### config.mk
export PLATFORM = sky130hd
export DESIGN_NAME = store_commit_ctrl
export DESIGN_NICKNAME = d
export VERILOG_FILES = /design/src/rtl/store_commit_ctrl.sv
export SDC_FILE = /design/constraint.sdc
export NUM_CORES = 1
export LEC_CHECK = 0
export BUFFER_PORTS_ARGS = -buffer_cell sky130_fd_sc_hd__buf_4
export CAP_MARGIN = 20
export CORE_UTILIZATION = 30
export DETAILED_ROUTE_END_ITERATION = 7
export SYNTH_ARGS = -nofsm -noshare
export SYNTH_HDL_FRONTEND = slang
export SYNTH_SLANG_ARGS = --single-unit
export TNS_END_PERCENT = 1
### constraint.sdc
create_clock -name clock -period 5.85 [get_ports clock]
set_clock_uncertainty 0.2 [all_clocks]
set_input_delay 0.8775 -clock clock [delete_from_list [all_inputs] [get_ports clock]]
set_output_delay 0.8775 -clock clock [all_outputs]
set_load 0.01 [all_outputs]
### src/rtl/store_commit_ctrl.sv
// Store commit controller: in-order store queue released on ROB commit, arbitrating one memory port with the load unit.
// Optional feature macro MISALIGN_TRAP_EN: misaligned committed stores are dropped and flagged instead of written.
module store_commit_ctrl #(
    parameter int         DEPTH       = 4,
    parameter logic [5:0] INVALID_ROB = 6'b010000
) (
    input  logic        clock,
    input  logic        reset,
    input  logic        storeEnable,
    input  logic [5:0]  storeRob,
    input  logic [31:0] storeData,
    input  logic [31:0] storeAddr,
    input  logic [2:0]  storeSubType,
    output logic        available,
    input  logic        commitEnable,
    input  logic [5:0]  commitRob,
    input  logic        flush,
    input  logic        loadReq,
    input  logic [31:0] loadAddr,
    output logic        loadDone,
    output logic [31:0] loadData,
    output logic        memReq,
    output logic        memWe,
    output logic [31:0] memAddr,
    output logic [31:0] memWdata,
    output logic [3:0]  memMask,
    input  logic [31:0] memRdata,
    input  logic        memDone,
    output logic        misalign
);
    // state | meaning
    // IDLE  | port free; choose committed head store or pending load
    // STORE | write of head entry outstanding, waiting for memDone
    // LOAD  | read for load unit outstanding, waiting for memDone
    typedef enum logic [1:0] {IDLE, STORE, LOAD} state_t;

    localparam int PTR_W = $clog2(DEPTH);
    localparam int CNT_W = PTR_W + 1;
    localparam logic [CNT_W-1:0] FULL = CNT_W'(DEPTH);

    state_t state, state_next;

    logic [5:0]  q_rob  [DEPTH];
    logic [31:0] q_data [DEPTH];
    logic [31:0] q_addr [DEPTH];
    logic [2:0]  q_sub  [DEPTH];

    logic [PTR_W-1:0] head, commit_ptr, tail;
    logic [CNT_W-1:0] count, committed_count;
    logic             last_load, last_load_next;

    logic        mem_req_next, mem_we_next, load_done_next, misalign_next;
    logic [31:0] mem_addr_next, mem_wdata_next, load_data_next;
    logic [3:0]  mem_mask_next;
    logic        pop, commit_fire, enq, store_ready, load_ready;
    logic [3:0]  lane_mask;
    logic [31:0] lane_wdata;
    logic        head_misaligned;

    assign available   = count < FULL;
    assign commit_fire = commitEnable && (committed_count < count) && (q_rob[commit_ptr] == commitRob);
    assign enq         = storeEnable && available && !flush;
    assign store_ready = committed_count != '0;
    // loadReq may still be high in the cycle loadDone is shown; that request is already served.
    assign load_ready  = loadReq && !loadDone;

    always_comb begin
        lane_mask  = 4'b1111;
        lane_wdata = q_data[head];
        case (q_sub[head])
            3'b000: begin
                lane_mask  = 4'b0001 << q_addr[head][1:0];
                lane_wdata = {4{q_data[head][7:0]}};
            end
            3'b001: begin
                lane_mask  = q_addr[head][1] ? 4'b1100 : 4'b0011;
                lane_wdata = {2{q_data[head][15:0]}};
            end
            default: ;
        endcase
    end

`ifdef MISALIGN_TRAP_EN
    always_comb begin
        case (q_sub[head])
            3'b000:  head_misaligned = 1'b0;
            3'b001:  head_misaligned = q_addr[head][0];
            default: head_misaligned = q_addr[head][1:0] != 2'b00;
        endcase
    end
`else
    assign head_misaligned = 1'b0;
`endif

    always_comb begin
        state_next     = state;
        mem_req_next   = memReq;
        mem_we_next    = memWe;
        mem_addr_next  = memAddr;
        mem_wdata_next = memWdata;
        mem_mask_next  = memMask;
        load_done_next = 1'b0;
        load_data_next = loadData;
        misalign_next  = 1'b0;
        last_load_next = last_load;
        pop            = 1'b0;
        case (state)
            IDLE: begin
                if (store_ready && (!load_ready || last_load)) begin
                    last_load_next = 1'b0;
                    if (head_misaligned) begin
                        pop           = 1'b1;
                        misalign_next = 1'b1;
                    end else begin
                        state_next     = STORE;
                        mem_req_next   = 1'b1;
                        mem_we_next    = 1'b1;
                        mem_addr_next  = q_addr[head] & 32'hFFFF_FFFC;
                        mem_wdata_next = lane_wdata;
                        mem_mask_next  = lane_mask;
                    end
                end else if (load_ready) begin
                    state_next     = LOAD;
                    mem_req_next   = 1'b1;
                    mem_we_next    = 1'b0;
                    mem_addr_next  = loadAddr & 32'hFFFF_FFFC;
                    mem_wdata_next = 32'h0;
                    mem_mask_next  = 4'b0000;
                end
            end
            STORE: begin
                if (memDone) begin
                    pop            = 1'b1;
                    mem_req_next   = 1'b0;
                    mem_we_next    = 1'b0;
                    last_load_next = 1'b0;
                    state_next     = IDLE;
                end
            end
            LOAD: begin
                if (memDone) begin
                    load_done_next = 1'b1;
                    load_data_next = memRdata;
                    mem_req_next   = 1'b0;
                    last_load_next = 1'b1;
                    state_next     = IDLE;
                end
            end
            default: state_next = IDLE;
        endcase
    end

    always_ff @(posedge clock) begin
        if (reset) begin
            state           <= IDLE;
            head            <= '0;
            commit_ptr      <= '0;
            tail            <= '0;
            count           <= '0;
            committed_count <= '0;
            last_load       <= 1'b0;
            memReq          <= 1'b0;
            memWe           <= 1'b0;
            memAddr         <= 32'h0;
            memWdata        <= 32'h0;
            memMask         <= 4'b0000;
            loadDone        <= 1'b0;
            loadData        <= 32'h0;
            misalign        <= 1'b0;
            for (int i = 0; i < DEPTH; i++) q_rob[i] <= INVALID_ROB;
        end else begin
            state      <= state_next;
            last_load  <= last_load_next;
            memReq     <= mem_req_next;
            memWe      <= mem_we_next;
            memAddr    <= mem_addr_next;
            memWdata   <= mem_wdata_next;
            memMask    <= mem_mask_next;
            loadDone   <= load_done_next;
            loadData   <= load_data_next;
            misalign   <= misalign_next;
            head       <= head + PTR_W'(pop);
            commit_ptr <= commit_ptr + PTR_W'(commit_fire);
            committed_count <= committed_count + CNT_W'(commit_fire) - CNT_W'(pop);
            if (enq) q_rob[tail] <= storeRob;
            // Flush trims the uncommitted tail after this cycle's commit has been taken.
            if (flush) begin
                tail  <= commit_ptr + PTR_W'(commit_fire);
                count <= committed_count + CNT_W'(commit_fire) - CNT_W'(pop);
            end else begin
                tail  <= tail + PTR_W'(enq);
                count <= count + CNT_W'(enq) - CNT_W'(pop);
            end
        end
    end

    always_ff @(posedge clock) begin
        if (enq) begin
            q_data[tail] <= storeData;
            q_addr[tail] <= storeAddr;
            q_sub[tail]  <= storeSubType;
        end
    end

endmodule

==> key figures <==
Finish
  – Nets@finish: 1429
  – Design area: 20000 um2
  – Syn-to-layout area delta: 26.2%
  – Ant. Diodes: 0
  – Layout cells sized above 1: 0.336

Die
  – Die width: 232 um
  – Core area: 51700 um2
  – # IOs: 255
  – Cell row count: 83
  – Starting Density: 0.307
  – Die H: 232 um
  – Die area: 53800 um2

Yosys
  – Top FF cell, synth: edfxtp_1
  – Post-Syn Area per Cell: 15.7 um2
  – Async set-reset flop share out of synthesis: 0
  – Yosys top cell area share: 0.553
  – Most instantiated cells after synthesis: 292 x edfxtp_1, 116 x dfxtp_1, 116 x nand2_1
  – Dominant cell type by area after synthesis: edfxtp_1
  – Synth Instances: 1012
  – Mapped Area: 15900 um2
  – Syn. warnings: 0
  – EDFF count, synth: 292
  – Count leader, synth: edfxtp_1
  – Synth Register Bits: 408
  – Netlist cell types: 46
  – Sequential area share after synthesis: 0.699
  – Leading post-synthesis cells by cell area: edfxtp_1 55%, dfxtp_1 15%, mux4_2 10%

Global routing
  – Overflow after GRT: 0
  – Global-route wire length before repair: 57.0 mm
  – Total GRT Usage: 0.142
  – Initial antenna violation count: 0
  – Vias in the first global route: 9458
  – Largest net degree at the start of global routing: 69

Place
  – # port buffers: 249
  – Hpwl dp: 25.5 mm
  – Placement Cell Area: 18400 um2
  – Placer Congestion: 0.767

Critical path
  – Worst setup SP type: register
  – Critical-path cell list: mux4_2 > xnor2_1 > o2111ai_1 > nor3_1 > nand4_1 > ha_1 > inv_1 > ha_1 > fa_1 > xnor2_1 > a211oi_1
  – FF-to-FF setup slack: 2.29 ns
  – CP Data Arrival Time: 3.84 ns
  – CP max FO: 7
  – Worst Setup Path Type: register to register
  – Required time worst endpoint: 6.13 ns
  – CP max stage cell: dfxtp_1
  – Crit end category: register
  – CP peak stage delay: 0.60 ns
  – Reg2Reg Depth: 11

Clocking
  – TritonCTS buffer count: 45
  – Post-CTS setup buffer count: 0
  – Clock tree sinks: 408
  – Htree depth: 2
  – Resized Gates After CTS: 0
  – Skew-Pair Late Insertion Delay: 0.56 ns
  – Clock tree root driver cell: clkbuf_16
  – Clock tree buffer depth: 3
  – Hold_buf cts: 0
  – CTS tree: yes
  – Worst-path clk slew: 0.06 ns

Drt
  – Routed Antenna Nets: 0
  – Via density: 4.64
  – Initial DRT Pass Iterations: 4
  – Total number of vias: 9187
  – Routed WL: 38.5 mm
  – DRT iter0 DRCs: 528
  – DRC: 0
  – Routed WL per cell: 19.4 um

Timing
  – Slew Viols, Final: 0
  – Unrepaired setup endpoints after global routing: false
  – Final period util: 0.609
  – Worst slew margin: 0.358
  – Fin crit period: 3.56 ns
  – Hold slack: 0.254 ns
  – Max Clk Rate: 281 MHz
  – Worst-margin pin slew: 0.961 ns
  – Setup TNS Final: 0 ns
  – Setup violations, final: 0
  – Hold Fails Final Rpt: 0

Power
  – Worst vdd ir: 178 uV
  – Lkg Pwr: 7.05 nW
  – Pwr Density: 330 nW/um2

Min path
  – HP Class: register to register
  – WHS Path Cells: 2

Flow run
  – Max Cap Viol: 0

Status
  – Status: complete, no violations
[flip-flops by register name (all words and copies together), names as in the netlist, 3 cells and up]
name,count
committed_count,3
loadData,32
q_data,128
q_rob,24
memWdata,32
q_addr,128
q_sub,12
count,3
memAddr,30
memMask,4
[path summary, 6_finish.rpt]
check                startpoint          end
hold / removal      loadData[7]  loadData[7]
hold reg to reg     loadData[7]  loadData[7]
setup reg to reg  commit_ptr[0]     count[2]
setup / recovery  commit_ptr[0]     count[2]
[final cells by class]
cell class | instances | area (um2)
repair buffers | 265 | 2050
flip-flops and latches | 408 | 11100
inverters | 25 | 96.3
multi-input cells | 518 | 4370
well taps | 680 | 851
clock buffers | 65 | 1300
clock inverters | 19 | 248
fillers | 4878 | 31700
[worst max-delay path, delay by kind of cell (launching register included)]
kind	cells	cell delay, ns
AO/OA/AOI/OAI	2	0.41
XOR/XNOR	2	0.31
adder cells (fa/ha/maj)	3	0.88
buffers and inverters	1	0.04
flip-flops	1	0.60
multiplexers	1	0.57
AND/OR/NAND/NOR	2	0.46
[report_power, final]
group	switching, mW	total, mW	internal (mW)
sequential	0.0333	3.22	3.19
clock	1.16	2.93	1.77
combinational	0.244	0.454	0.210
total	1.44	6.60	5.17
[stage by stage]
step                       util  total power, mW  instances  worst slack, ns
after floorplan               -             3.49       1014            0.654
after global placement    0.356             3.72       1893             2.26
after detailed placement  0.356             3.74       1894             2.25
after CTS                 0.386             6.69       1978             2.22
after global routing      0.387             6.84       1980             1.93
final                     0.387             6.60       1980             2.29
[routing by layer]
layer | vias up | routed length, um | part of all wire | GRT usage
li1 | 4298 | - | - | -
met1 | 4574 | 16400 | 0.43 | 0.178
met2 | 260 | 18700 | 0.48 | 0.240
met3 | 55 | 2690 | 0.070 | 0.0414
met4 | 0 | 744 | 0.019 | 0.0331
met5 | - | 0 | 0 | 0
[layout by cell type, fill, tap and decap left out, drive strengths merged, types with 2 or more instances in the layout]
master      n
a22o        8
xor2        3
fa          2
nor2b       5
buf       265
nor3        3
and3        2
ha         14
nor2       89
bufinv      5
nand2     116
mux2i      42
conb        3
a22oi       9
mux4       72
nand3       3
or3         2
clkinvlp    2
or2         6
clkbuf     65
a21oi      59
dfxtp     116
clkinv     13
a31oi       5
xnor2      10
edfxtp    292
mux2       15
and2        2
nand2b      6
a211oi     33
inv        24
[cells by family after synthesis]
kind of cell	after synthesis	share of synthesized area
xor+xnor	13	0.00718
flops	408	0.699
fa+ha+maj	16	0.0136
compound gates	120	0.0497
simple gates	237	0.0615
buf+inv	88	0.0272
other cells	1	0.000237
mux	129	0.141
No activity file was read; power rests on OpenSTA's default activity.
